===== src/rtl/glyph_blitter.sv =====
// glyph_blitter: single-sprite, per-scanline glyph blitter.
// During horizontal blanking it fetches one 32-pixel glyph row from the glyph
// ROM (256 x 32, 1-cycle read latency) into a row buffer. During active video
// it turns that buffer into a per-pixel mask. Sprite position and glyph are
// latched on frame_start so that mid-frame updates cannot tear the image.
//
// Ports:
//   clk, reset               pixel clock, synchronous active-high reset
//   frame_start              latches spr_x/spr_y/spr_glyph/spr_en
//   line_start, line_y       start of hblank fetch for the upcoming line
//   px_valid, px_x           active-video pixel strobe and its column
//   spr_*                    sprite position, glyph index and enable
//   rom_ad/ce/oce/reset      glyph ROM control; rom_dout is the ROM data
//                            (bit 31 = leftmost pixel)
//   pix_valid, pix_on        px_valid delayed 1 cycle and the sprite mask
//   fetch_busy               high while a row fetch is in flight
module glyph_blitter #(
    parameter int unsigned X_W        = 10,
    parameter int unsigned Y_W        = 10,
    parameter int unsigned ROW_LOG2   = 4,
    parameter int unsigned GLYPH_LOG2 = 4
) (
    input  logic                           clk,
    input  logic                           reset,
    input  logic                           frame_start,
    input  logic                           line_start,
    input  logic [Y_W-1:0]                 line_y,
    input  logic                           px_valid,
    input  logic [X_W-1:0]                 px_x,
    input  logic [X_W-1:0]                 spr_x,
    input  logic [Y_W-1:0]                 spr_y,
    input  logic [GLYPH_LOG2-1:0]          spr_glyph,
    input  logic                           spr_en,
    output logic [ROW_LOG2+GLYPH_LOG2-1:0] rom_ad,
    output logic                           rom_ce,
    output logic                           rom_oce,
    output logic                           rom_reset,
    input  logic [31:0]                    rom_dout,
    output logic                           pix_valid,
    output logic                           pix_on,
    output logic                           fetch_busy
);

    localparam int unsigned AW = ROW_LOG2 + GLYPH_LOG2;

    typedef enum logic [1:0] {StIdle, StFetch, StCapture} state_e;

    state_e                  state_q, state_d;
    logic [AW-1:0]           rom_ad_q, rom_ad_d;
    logic [31:0]             row_buf_q, row_buf_d;
    logic [X_W-1:0]          spr_x_q, spr_x_d;
    logic [Y_W-1:0]          spr_y_q, spr_y_d;
    logic [GLYPH_LOG2-1:0]   glyph_q, glyph_d;
    logic                    en_q, en_d;
    logic                    pix_valid_q, pix_valid_d;
    logic                    pix_on_q, pix_on_d;

    // One extra bit on both differences: the MSB flags "coordinate is left of /
    // above the sprite" so that edge sprites clip instead of wrapping.
    logic [Y_W:0]            dy;
    logic                    in_sprite;
    logic [X_W:0]            col;
    logic [4:0]              bit_idx;

    always_comb begin
        dy        = {1'b0, line_y} - {1'b0, spr_y_q};
        in_sprite = en_q & ~dy[Y_W] & (dy < (Y_W+1)'(1 << ROW_LOG2));
        col       = {1'b0, px_x} - {1'b0, spr_x_q};
        bit_idx   = 5'd31 - col[4:0];
    end

    always_comb begin
        state_d     = state_q;
        rom_ad_d    = rom_ad_q;
        row_buf_d   = row_buf_q;
        spr_x_d     = spr_x_q;
        spr_y_d     = spr_y_q;
        glyph_d     = glyph_q;
        en_d        = en_q;

        if (frame_start) begin
            spr_x_d = spr_x;
            spr_y_d = spr_y;
            glyph_d = spr_glyph;
            en_d    = spr_en;
        end

        unique case (state_q)
            StFetch:   state_d = StCapture;
            StCapture: begin
                row_buf_d = rom_dout;
                state_d   = StIdle;
            end
            default:   state_d = StIdle;
        endcase

        // A new line_start always wins and restarts the fetch, abandoning any
        // capture in progress.
        if (line_start) begin
            if (in_sprite) begin
                state_d   = StFetch;
                rom_ad_d  = {glyph_q, dy[ROW_LOG2-1:0]};
                row_buf_d = row_buf_q;
            end else begin
                state_d   = StIdle;
                row_buf_d = '0;
            end
        end

        pix_valid_d = px_valid;
        pix_on_d    = px_valid & ~col[X_W] & (col < (X_W+1)'(32)) & row_buf_q[bit_idx];
    end

    always_ff @(posedge clk) begin
        if (reset) begin
            state_q     <= StIdle;
            rom_ad_q    <= '0;
            row_buf_q   <= '0;
            spr_x_q     <= '0;
            spr_y_q     <= '0;
            glyph_q     <= '0;
            en_q        <= 1'b0;
            pix_valid_q <= 1'b0;
            pix_on_q    <= 1'b0;
        end else begin
            state_q     <= state_d;
            rom_ad_q    <= rom_ad_d;
            row_buf_q   <= row_buf_d;
            spr_x_q     <= spr_x_d;
            spr_y_q     <= spr_y_d;
            glyph_q     <= glyph_d;
            en_q        <= en_d;
            pix_valid_q <= pix_valid_d;
            pix_on_q    <= pix_on_d;
        end
    end

    always_comb begin
        rom_ad     = rom_ad_q;
        rom_ce     = (state_q == StFetch);
        rom_oce    = 1'b1;
        rom_reset  = reset;
        pix_valid  = pix_valid_q;
        pix_on     = pix_on_q;
        fetch_busy = (state_q != StIdle);
    end

endmodule


===== config.mk =====
export PLATFORM = sky130hd
export DESIGN_NAME = glyph_blitter
export DESIGN_NICKNAME = d
export VERILOG_FILES = /design/src/rtl/glyph_blitter.sv
export SDC_FILE = /design/constraint.sdc
export NUM_CORES = 1
export LEC_CHECK = 0
export BUFFER_PORTS_ARGS = -buffer_cell sky130_fd_sc_hd__buf_2
export CAP_MARGIN = 20
export CORE_UTILIZATION = 45
export DETAILED_ROUTE_END_ITERATION = 6
export GPL_ROUTABILITY_DRIVEN = 0
export PLACE_DENSITY = 0.77
export SYNTH_ARGS = -nofsm -noshare
export SYNTH_HDL_FRONTEND = slang
export SYNTH_SLANG_ARGS = --single-unit

===== constraint.sdc =====
create_clock -name clk -period 3.8 [get_ports clk]
set_clock_uncertainty 0.15 [all_clocks]
set_input_delay 0.38 -clock clk [delete_from_list [all_inputs] [get_ports clk]]
set_output_delay 0.38 -clock clk [all_outputs]
set_load 0.1 [all_outputs]

==> metrics <==
clk sinks 69; switching share of power between 20% and 30%; num rows 34; Net Count, Synth between 500 and 600; synth top area cells dfxtp_1, mux2i_1, o21ai_2; Synth area leader dfxtp_1; crit path kind register to register; register bit count reported by yosys 69; worst hold-check path type input port to register; Reg-to-Reg Start spr_y_q[0]; Post-synth top flop dfxtp_1; grt ovf 0; Synth Instances 448; Gate power share 18.7%; family with the most delay on the worst path compound AO/OA/AOI/OAI gates; RSZ-0062 raised after global routing no; final antenna-violating net count 0; worst path required time 3.92 ns; drt wl/cell ~14 um; CTS tree yes; via count 3490; first-pass GRT wire length 15700 um; Bufs and invs on worst path 0; HPWL Detailed roughly 6700 um; number of buffers created by CTS 9; cell depth of the worst setup path 8; maximum fanout along the worst path 33; drt total wl 9170 um; initial cell density of the core 46.4%; P_leak 1.97 nW; Post-CTS Setup Repair Bufs 0; post-CTS sizing 0; CP peak stage delay 0.73 ns; CTS root buf clkbuf_8; syn_area_per_cell 9.02 um2; Max rail drop VDD about 0.21 mV; Critical Path End Type register; Overall Global Routing Usage 20.4%; CP Launch Type register; worst setup path startpoint spr_y_q[0]; Core ar. 8720 um2; Finished Layout Cells 646; initial drt markers 147; fin crit share a little over four fifths; post-synth top area share between 30% and 40%; die width 96.8 um; post-DR vias/cell about 5.4; antenna violations before repair 1; PD cells 382 nW/um2; Hold Vio Cnt, Final 0; R2R Setup Slk 0.61 ns; clock network power share 40.6%; share of layout cells above drive strength 1 between 30 and 40%; pin count of the biggest net entering global routing 41; max-cap viol count 0; worst slew pin tran 0.787 ns; CP arrival 3.31 ns; CTS H-tree depth 3; Setup crit end row_buf_q[5]; Cell Area, Synth 4040 um2; Hold Slack about 0.096 ns; post-synthesis cell type count 56; area of the multi-input gates approximately 2300 um2; worst path cell trace ha_1, fa_1, nand2b_1, a21oi_1, o21ai_0, a2111o_1, or4_4, o21ai_2; DR pass1 iterations 4; Antenna Cells 0; CTS max path bufs 2; Worst-path clk slew about 0.080 ns; hold-fix buffers at CTS 0; status finished clean; num ports 96; sequential share of power around 41%; Filler cells between 800 and 900; Slew Viols, Final 0; RR Endpoint row_buf_q[5]; slowest CP cell or4_4; Port Buf Inserts 94; max_slew headroom 47.6%; vias in the first global route roughly 3400; total negative setup slack 0 ns; placed insts 630; Sequential cell area 1380 um2; Post-synth EDFFs 0; DRC violations left 0; Int Pwr 1.32 mW; Final setup viols 0; Die Area around 9400 um2; Worst Reg-to-Reg Cells 8; nets between 600 and 700; clock latency on the worst-skew pair 0.35 ns; FMAX 314 MHz; Yosys warnings 0; sequential share of the synthesized area approximately a third; Die H a little under 100 um; area delta synth->final 18.9%; Sw Pwr 514 uW; FFs w/ async S/R, synth 0%; final worst path period need 3.19 ns
==> power groups by stage <==
stage | sequential, mW | clock [mW] | combinational, mW
after floorplan | 0.767 | 0 | 0.243
after global placement | 0.764 | 0 | 0.333
final | 0.747 | 0.746 | 0.344
after detailed placement | 0.764 | 0 | 0.342
after global routing | 0.749 | 0.799 | 0.384
after CTS | 0.747 | 0.757 | 0.345
==> layout by cell type, fill, tap and decap left out, types with 3 or more instances in the layout <==
master,Yosys,routed
o21ai_0,12,12
a211oi_1,8,8
clkbuf_8,0,9
mux4_2,8,8
o21ai_2,29,29
nor2b_1,12,12
inv_1,58,58
xnor2_1,3,3
o211ai_1,3,3
ha_1,20,20
a22oi_1,32,32
xor2_1,3,3
mux2i_1,32,32
o21ai_1,5,5
buf_2,3,94
nand2_1,8,8
o21a_1,3,3
a21oi_1,14,14
o2111ai_1,4,4
buf_4,2,3
nor3_1,5,4
bufinv_16,0,3
nor2_1,41,41
dfxtp_1,69,69
o31ai_1,7,7
nand2b_1,4,4
nand4_1,5,5
==> worst min-delay path, delay by kind of cell <==
kind / cells / cell delay (ns)
compound gates: 2 / 0.11
buf+inv: 1 / 0.08
==> flip-flops by register name, indices dropped and copies added (netlist names) <==
| name | flops |
|---|---|
| pix_on | 1 |
| state_q | 2 |
| spr_x_q | 10 |
| rom_ad | 8 |
| glyph_q | 4 |
| row_buf_q | 32 |
| pix_valid | 1 |
| spr_y_q | 10 |
| en_q | 1 |
==> stage by stage <==
step           total power [mW]  instance area [um2]  worst slack, ns  util, %
2_1_floorplan              1.01                 4040            0.891        -
3_3_place_gp               1.10                 4560            0.536     52.3
3_5_place_dp               1.11                 4560            0.440     52.3
4_1_cts                    1.85                 4810            0.593     55.1
5_1_grt                    1.93                 4810            0.314     55.1
6_report                   1.84                 4810            0.610     55.1
==> metal layers <==
metal | global-route usage [%] | routed length (um) | up-vias
met3 | 5.06 | 501 | 12
met1 | 27.8 | 4350 | 1625
li1 | - | - | 1763
met4 | 5.63 | 108 | 0
met2 | 32.3 | 4210 | 90
met5 | 0 | 0 | -
==> cell type report <==
| type | count | area share (%) |
|---|---|---|
| multi-input combinational | 297 | 48.5 |
| sequential | 69 | 28.7 |
| timing repair buffer | 97 | 10.3 |
| inverter | 59 | 4.61 |
| tap | 108 | 2.81 |
| clock buffer | 9 | 2.58 |
| clock inverter | 7 | 2.55 |
==> logic make-up (layout without fill, tap and decap cells) <==
| kind of cell | after synthesis | in the layout | synth area share [%] |
|---|---|---|---|
| compound gates | 132 | 132 | 24.1 |
| xor+xnor | 6 | 6 | 1.30 |
| fa+ha+maj | 22 | 22 | 7.18 |
| buf+inv | 82 | 172 | 8.45 |
| flops | 69 | 69 | 34.2 |
| mux | 42 | 42 | 12.9 |
| other cells | 1 | 1 | 0.0928 |
| simple gates | 94 | 94 | 11.8 |
==> cell usage after synthesis (2+ instances only) <==
master	n
a211oi_1	8
o21ai_1	5
dfxtp_1	69
a21oi_2	2
o21ai_0	12
buf_6	3
clkbuf_1	14
o21a_1	3
nor4_1	2
nor2_1	41
inv_1	58
o2111ai_1	4
fa_1	2
mux4_2	8
nor3_1	5
ha_1	20
a31oi_1	2
a311oi_1	2
buf_4	2
nand2b_1	4
mux2_2	2
xnor2_1	3
o31a_1	2
o31ai_1	7
nor3b_1	3
o211ai_1	3
o21ai_2	29
buf_2	3
nand3_1	2
nand3b_1	2
nand2_1	8
a22oi_1	32
nand4_1	5
nor2b_1	12
mux2i_1	32
a21oi_1	14
xor2_1	3
or2_2	2
==> how the worst min path moves through the flow <==
stage               endpoint  cells past startpoint  slack [ns]          from
2_1_floorplan   row_buf_q[0]                      2        0.29  row_buf_q[0]
3_3_place_gp    row_buf_q[1]                      2        0.31  row_buf_q[1]
3_5_place_dp       rom_ad[6]                      2        0.31    glyph_q[2]
4_1_cts        row_buf_q[19]                      3        0.09  rom_dout[19]
5_1_grt        row_buf_q[25]                      3        0.08  rom_dout[25]
6_report       row_buf_q[19]                      3         0.1  rom_dout[19]
Note: power is estimated with default switching activity, not from simulation.
